`src/rtl/ro_meas_sequencer.sv`:
```
// ro_meas_sequencer: ring-oscillator measurement controller.
// Accepts a command byte (0x00 inverter RO, 0x01 NAND RO) and enables the
// selected oscillator. It then clears and gates the RO counter for a fixed
// window, waits for the count to settle in this clock domain, latches it,
// and streams it MSB first over a valid/ready byte interface.
// Optional build macro: RO_MEAS_HEADER_EN adds a header byte
// {7'b1010010, sel} ahead of the two result bytes.
module ro_meas_sequencer #(
    parameter int SETTLE_CYCLES = 16,
    parameter int GATE_CYCLES   = 1024,
    parameter int SYNC_CYCLES   = 4,
    parameter int CNT_W         = 16
) (
    input  logic             clk,
    input  logic             reset_n,
    input  logic [7:0]       cmd_data,
    input  logic             cmd_valid,
    output logic             osc_en_inv,
    output logic             osc_en_nand,
    output logic             cnt_clear,
    output logic             cnt_gate,
    input  logic [CNT_W-1:0] cnt_value,
    output logic [7:0]       tx_data,
    output logic             tx_valid,
    input  logic             tx_ready,
    output logic             busy,
    output logic [CNT_W-1:0] result,
    output logic             result_valid
);

    // One down-counter serves all three timed phases, so it is sized for the longest.
    localparam int MAX_SG = (SETTLE_CYCLES > GATE_CYCLES) ? SETTLE_CYCLES : GATE_CYCLES;
    localparam int MAX_P  = (MAX_SG > SYNC_CYCLES) ? MAX_SG : SYNC_CYCLES;
    localparam int TMR_W  = (MAX_P > 1) ? $clog2(MAX_P) : 1;

    localparam logic [TMR_W-1:0] SETTLE_LOAD = TMR_W'(SETTLE_CYCLES - 1);
    localparam logic [TMR_W-1:0] GATE_LOAD   = TMR_W'(GATE_CYCLES - 1);
    localparam logic [TMR_W-1:0] SYNC_LOAD   = TMR_W'(SYNC_CYCLES - 1);
    localparam logic [TMR_W-1:0] TMR_ONE     = TMR_W'(1);

    typedef enum logic [2:0] {
        IDLE,
        SETTLE,
        GATE,
        HOLD,
        TX_HDR,
        TX_HI,
        TX_LO
    } state_t;

    state_t           state;
    logic             sel;
    logic [TMR_W-1:0] tmr;
    logic             cmd_legal;

    // High byte of the result, zero-extended to 16 bits when CNT_W < 16.
    function automatic logic [7:0] hi_byte(input logic [CNT_W-1:0] v);
        logic [15:0] w;
        w = 16'(v);
        return w[15:8];
    endfunction

    // Low byte of the result.
    function automatic logic [7:0] lo_byte(input logic [CNT_W-1:0] v);
        logic [15:0] w;
        w = 16'(v);
        return w[7:0];
    endfunction

    // Only 0x00 and 0x01 start a measurement; everything else is ignored.
    assign cmd_legal = (cmd_data[7:1] == 7'd0);

    // Sequencer: state, phase timer and all registered outputs.
    always_ff @(posedge clk or negedge reset_n) begin
        if (!reset_n) begin
            state        <= IDLE;
            sel          <= 1'b0;
            tmr          <= '0;
            osc_en_inv   <= 1'b0;
            osc_en_nand  <= 1'b0;
            cnt_clear    <= 1'b0;
            cnt_gate     <= 1'b0;
            tx_data      <= 8'h00;
            tx_valid     <= 1'b0;
            busy         <= 1'b0;
            result       <= '0;
            result_valid <= 1'b0;
        end else begin
            result_valid <= 1'b0;
            case (state)
                IDLE: begin
                    if (cmd_valid && cmd_legal) begin
                        sel         <= cmd_data[0];
                        state       <= SETTLE;
                        tmr         <= SETTLE_LOAD;
                        osc_en_inv  <= ~cmd_data[0];
                        osc_en_nand <= cmd_data[0];
                        cnt_clear   <= 1'b1;
                        busy        <= 1'b1;
                    end
                end
                SETTLE: begin
                    if (tmr == '0) begin
                        state     <= GATE;
                        tmr       <= GATE_LOAD;
                        cnt_clear <= 1'b0;
                        cnt_gate  <= 1'b1;
                    end else begin
                        tmr <= tmr - TMR_ONE;
                    end
                end
                GATE: begin
                    if (tmr == '0) begin
                        state    <= HOLD;
                        tmr      <= SYNC_LOAD;
                        cnt_gate <= 1'b0;
                    end else begin
                        tmr <= tmr - TMR_ONE;
                    end
                end
                HOLD: begin
                    if (tmr == '0) begin
                        // Count has crossed into this domain: latch it and shut the oscillator off.
                        result       <= cnt_value;
                        result_valid <= 1'b1;
                        osc_en_inv   <= 1'b0;
                        osc_en_nand  <= 1'b0;
                        tx_valid     <= 1'b1;
`ifdef RO_MEAS_HEADER_EN
                        state   <= TX_HDR;
                        tx_data <= {7'b1010010, sel};
`else
                        state   <= TX_HI;
                        tx_data <= hi_byte(cnt_value);
`endif
                    end else begin
                        tmr <= tmr - TMR_ONE;
                    end
                end
                TX_HDR: begin
                    if (tx_ready) begin
                        state   <= TX_HI;
                        tx_data <= hi_byte(result);
                    end
                end
                TX_HI: begin
                    if (tx_ready) begin
                        state   <= TX_LO;
                        tx_data <= lo_byte(result);
                    end
                end
                TX_LO: begin
                    if (tx_ready) begin
                        state    <= IDLE;
                        tx_valid <= 1'b0;
                        tx_data  <= 8'h00;
                        busy     <= 1'b0;
                    end
                end
                default: begin
                    state <= IDLE;
                end
            endcase
        end
    end

endmodule
```
`config.mk`:
```
export PLATFORM = sky130hd
export DESIGN_NAME = ro_meas_sequencer
export DESIGN_NICKNAME = d
export VERILOG_FILES = /design/src/rtl/ro_meas_sequencer.sv
export SDC_FILE = /design/constraint.sdc
export NUM_CORES = 1
export LEC_CHECK = 0
export ABC_AREA = 1
export CORE_ASPECT_RATIO = 1.2
export CORE_MARGIN = 5
export CORE_UTILIZATION = 44
export CTS_BUF_LIST = sky130_fd_sc_hd__clkbuf_16
export DETAILED_ROUTE_END_ITERATION = 10
export GPL_ROUTABILITY_DRIVEN = 0
export GPL_TIMING_DRIVEN = 0
export PLACE_DENSITY = 0.76
export SETUP_SLACK_MARGIN = 0.02
export SYNTH_ARGS = -nofsm -noshare
export SYNTH_HDL_FRONTEND = slang
export SYNTH_SLANG_ARGS = --single-unit
```
`constraint.sdc`:
```
create_clock -name clk -period 1.73 [get_ports clk]
set_clock_uncertainty 0.2 [all_clocks]
set_input_delay 0.346 -clock clk [delete_from_list [all_inputs] [get_ports clk]]
set_output_delay 0.346 -clock clk [all_outputs]
set_load 0.02 [all_outputs]
```
# Word level (Yosys, flattened, before mapping)
# Cells that the tools add are included.
totals:
  out_inout_bits: 31
  in_bits: 28
  latchBits: 0
  n_memories: 0
  reg_bits: 44
  mem_bits_rw: 0
  elab_cells: 79
  mem_bits_ro: 0
op_classes:
  n_shift: 0
  n_mux: 32
  addsub: 1
  bitwise_logic: 1
  div_mod_pow: 0
  reduce_logical: 20
  order_cmp: 0
  n_mul: 0
  eq_ne: 14
ops:
  columns: ["op", "count"]
  rows:
  - ["$mux 10", 4]
  - ["$pmux 10 s4", 1]
  - ["$mux 8", 4]
  - ["$pmux 8 s4", 1]
  - ["$mux 3", 7]
  - ["$pmux 3 s7", 1]
  - ["$reduce_and 3->1", 6]
  - ["$ne 2x2->1 const B", 8]
  - ["$pmux 1 s2", 6]
  - ["$logic_not 10->1", 1]
  - ["$reduce_bool 2->1", 5]
  - ["$sub 10x1->10 const B", 1]
  - ["$eq 3x3->1 const B", 3]
  - ["$mux 1", 8]
  - ["$reduce_bool 4->1", 2]
  - ["$logic_not 7->1", 1]
  - ["$reduce_and 7->1", 1]
  - ["$eq 3x2->1 const B", 2]
  - ["$reduce_and 5->1", 1]
  - ["$eq 3x1->1 const B", 1]
  - ["$logic_not 3->1", 1]
  - ["$reduce_and 2->1", 1]
  - ["$logic_and 1x1->1", 1]
  - ["$not 1->1", 1]

# Longest topological paths before layout
logic_depth:
  word_depth: 4
  ltp_mapped: 10
  mapped_depth_nobuf: 10

# Least setup slack after synthesis
# OpenSTA, ideal clock, no wires.
synth_timing:
  path_type: "reg2reg"
  startpoint: "register tmr[0]"
  endpoint: "register result[5]"
  arrival_ps: 1302
  n_path_buf: 1
  stages_incl_launch_ff: 9
  setup_slack_ps: 102
  setup_ps: 126
  t_required_ps: 1404
  synth_period_minus_slack_ps: 1628
  cell_sequence: "dfrtp_1 -> inv_1 -> ha_1 -> nand2_1 -> nor2_4 -> nand3_4 -> inv_4 -> buf_6 -> o21ai_0"
synth_via:
  elab_chain_len: 2
synth_lines:
  columns: ["element", "line_no", "rtl"]
  rows:
  - ["from (decl)", "53", "logic [TMR_W-1:0] tmr;"]
  - ["from (signal assigned)", "109", "tmr <= tmr - TMR_ONE;"]
  - ["from (signal assigned)", "118", "tmr <= tmr - TMR_ONE;"]
  - ["from (signal assigned)", "137", "tmr <= tmr - TMR_ONE;"]
  - ["$logic_not 10->1", "122", "if (tmr == '0) begin"]
  - ["$reduce_and 2->1 (no source line)", null, null]
  - ["to (signal assigned)", "124", "result <= cnt_value;"]
  - ["to (decl)", "27", "output logic [CNT_W-1:0] result,"]
# No other way between the ends.
# A chain may end at the register's enable or synchronous reset.

# Worst setup path in the final report
layout_timing:
  startpoint: "register tmr[0]"
  endpoint: "register result[14]"
# Same word-level chain as after synthesis.

==> results.cfg <==
[critical_path]
r2r_start = tmr[0]
cp_max_fo = 6
endpoint_kind = flop
crit_type = flop to flop
arrival_ns = 1.80
startpoint = tmr[0]
cp.required_ns = 1.75
start_kind = flop

[detailed_routing]
met3_length_um = 414
drt_iter0_drc = 166
dr.pass1.iters = 4
wl_per_cell_um = 14.48
vias = 2272
highest_layer = met4
antenna_left = 0
drc = 0
viasPerCell = 5.060
met1_length_mm = 2.460
dr_wl_met2_mm = 3.509
wl_mm = 6.503

[sta]
final-setup-viol-count = 19
post-route-period-util_pct = 102.9
final.setup.worst_slack_ns = -0.04985
slew_headroom_pct = 72.25
layout_min_cycle_time_ns = 1.780
slew_viol_final = 0
max_freq_mhz = 561.8
hold_violations = 0
max_slew.worst_pin.slew_ns = 0.4150
rsz0062_at_grt = yes
tns_ns = -0.4296

[floorplanning]
core_area_sq_um = 5261
rows = 29
initial_core_util_pct = 44.92
io_pins = 59
dieWidth_um = 76.91
fp.dieArea_sq_um = 6943
die_h_um = 90.29

[power_and_ir_drop]
worst_ir_drop_vdd_mv = 1.144
p_total_uw = 5717
cellPowerDensity_nw_per_um2 = 1602
power.leakage_uw = 0.001796

[layout]
nFillCells = 385
area_delta_synth_final_pct = 50.98
drive_above_1_share_pct = 26.87
multi_input_area_sq_um = 1212
register_area_sq_um = 1101
fin_nets = 416
diodes = 0
final_area_sq_um = 3568

[synth]
ys_warn_count = 0
synth_cells = 302
post_synth.cell_area_avg_sq_um = 7.826
syn_nets = 332
synth_area_sq_um = 2364
synth.distinct_cells = 26
yosysTopAreaCell = dfrtp_1
synth_area_leaders = dfrtp_1, nand2_1, inv_1
ys_ff_latch = 44
ys_seq_area_share_pct = 46.59
synth_top_area_share_pct = 46.59

[grt]
grt_antenna_before_repair = 0
grtUsageTotal_pct = 17.83
grt_pass1_vias = 2280
grt_max_degree = 37
grt-ovfl-total = 0
grt_pass1_wl_mm = 10.16

[outcome]
violations = negative setup slack
status = complete, but fails checks

[clock_tree]
clockBufferDepth = 2
cts.sink_count = 44
cts.reportedPaths.clkPinSlew_ns = 0.06
cts_tree = done
cts-buffers-inserted = 5
clkLatencyLatePin_ns = 0.29
clockRootBuffer = clkbuf_16
cts_htree_levels = 2

[run]
cap_violations = 0

[placement]
portBuffers = 58
placed_cell_area_sq_um = 3037
place_ws_ns = -0.1492
hpwl_mm = 4.258

[min_path]
min_path_type = input pin to async pin
[synthesized netlist by cell type]
cell type  number
a31oi_1         1
xnor2_1         2
o21ai_2        13
inv_4           1
nand2_1       117
nor2_4          2
buf_6           3
nand2_4         1
nand4_1         1
buf_4           2
nand3_4         1
dfrtp_1        44
inv_1          45
nor2_1         10
or2_2           1
nand3_2         2
nor2_2          4
o21ai_1         6
ha_1            2
o21ai_0         9
inv_2           2
o221ai_1        8
nand3_1        15
nand2_2         6
a21oi_1         3
nor3_2          1
[path summary, 6_finish.rpt]
kind | endpoint | slack (ns) | cells past startpoint
max in group asynchronous | tmr[4] | 0.62 | 3
min in group clk | tx_data[5] | 0.28 | 2
min reg2reg | tx_data[5] | 0.28 | 2
max reg2reg | result[14] | -0.05 | 9
min | tmr[9] | 0.25 | 2
max | result[14] | -0.05 | 9
[critical path: stages, from the launching register on]
cell       delay (ns)
dfrtp_1          0.39
inv_2            0.11
ha_4             0.15
nand2_4          0.05
nor2_4           0.16
nand3_4          0.21
inv_8            0.16
clkbuf_16        0.17
nand2_4          0.05
o21ai_2          0.05
[stage by stage]
step                hold slack [ns]  instances  util, %
global route                 0.2792        449    67.82
CTS                          0.2560        439    61.81
floorplan                   -0.1496        302        -
finish                       0.2469        449    67.82
detailed placement          0.02146        423    57.72
global placement             0.2651        422    57.43
[cell type report]
cell class                      instances  area share [%]
Clock inverter                          3           1.192
Clock buffer                            5           3.506
Inverter                               48           5.575
Tap cell                               62           2.174
Multi-Input combinational cell        206           33.98
Buffer                                  5           1.964
Sequential cell                        44           30.86
Timing Repair Buffer                   76           20.76
[flip-flops by register name, indices dropped and copies added (netlist names)]
| name | count |
|---|---|
| busy | 1 |
| state | 3 |
| cnt_clear | 1 |
| osc_en_nand | 1 |
| osc_en_inv | 1 |
| tx_valid | 1 |
| cnt_gate | 1 |
| result_valid | 1 |
| tmr | 10 |
| result | 16 |
| tx_data | 8 |
[report_power, final]
part	leakage, uW	internal, uW	switching, uW	total [uW]
Clock	0.0000814	679	406	1090
Sequential	0.000491	1380	229	1610
Combinational	0.00122	1200	1820	3020
[metal layers]
| layer | track usage [%] | up-vias |
|---|---|---|
| li1 | - | 1125 |
| met1 | 19.11 | 1069 |
| met5 | 0 | - |
| met3 | 5.589 | 11 |
| met4 | 6.268 | 0 |
| met2 | 32.37 | 67 |
[kinds of logic after synthesis]
family | after synthesis | share of synthesized area [%]
adders and majority gates | 2 | 1.059
DFF | 44 | 46.59
buffers and inverters | 53 | 9.793
xor gates and xnor gates | 2 | 0.7413
AOI/OAI and AO/OA | 40 | 11.86
and+or+nand+nor | 161 | 29.96
[repair_timing]
item                                    CTS  global route
hold buffers                              1             0
resized for setup                        37            63
setup buffers                             7             7
gates cloned                              0             3
pin swaps                                 4            15
endpoints found under the hold margin     8             0
endpoints found under the setup margin   70            39
[layout by cell type, fill, tap and decap left out, types with 2 or more instances in the layout]
cell type	n
a21oi_1	2
buf_12	3
buf_4	11
buf_6	5
clkbuf_16	7
clkdlybuf4s50_1	26
dfrtp_1	44
dlygate4sd2_1	31
inv_1	41
inv_2	4
inv_8	2
nand2_1	89
nand2_2	28
nand2_4	6
nand3_1	14
nand3_2	2
nand3_4	3
nor2_1	9
nor2_2	3
nor2_4	4
o21ai_0	6
o21ai_1	7
o21ai_2	15
o221ai_1	7
xnor2_1	2
No activity file was read; power rests on OpenSTA's default activity.
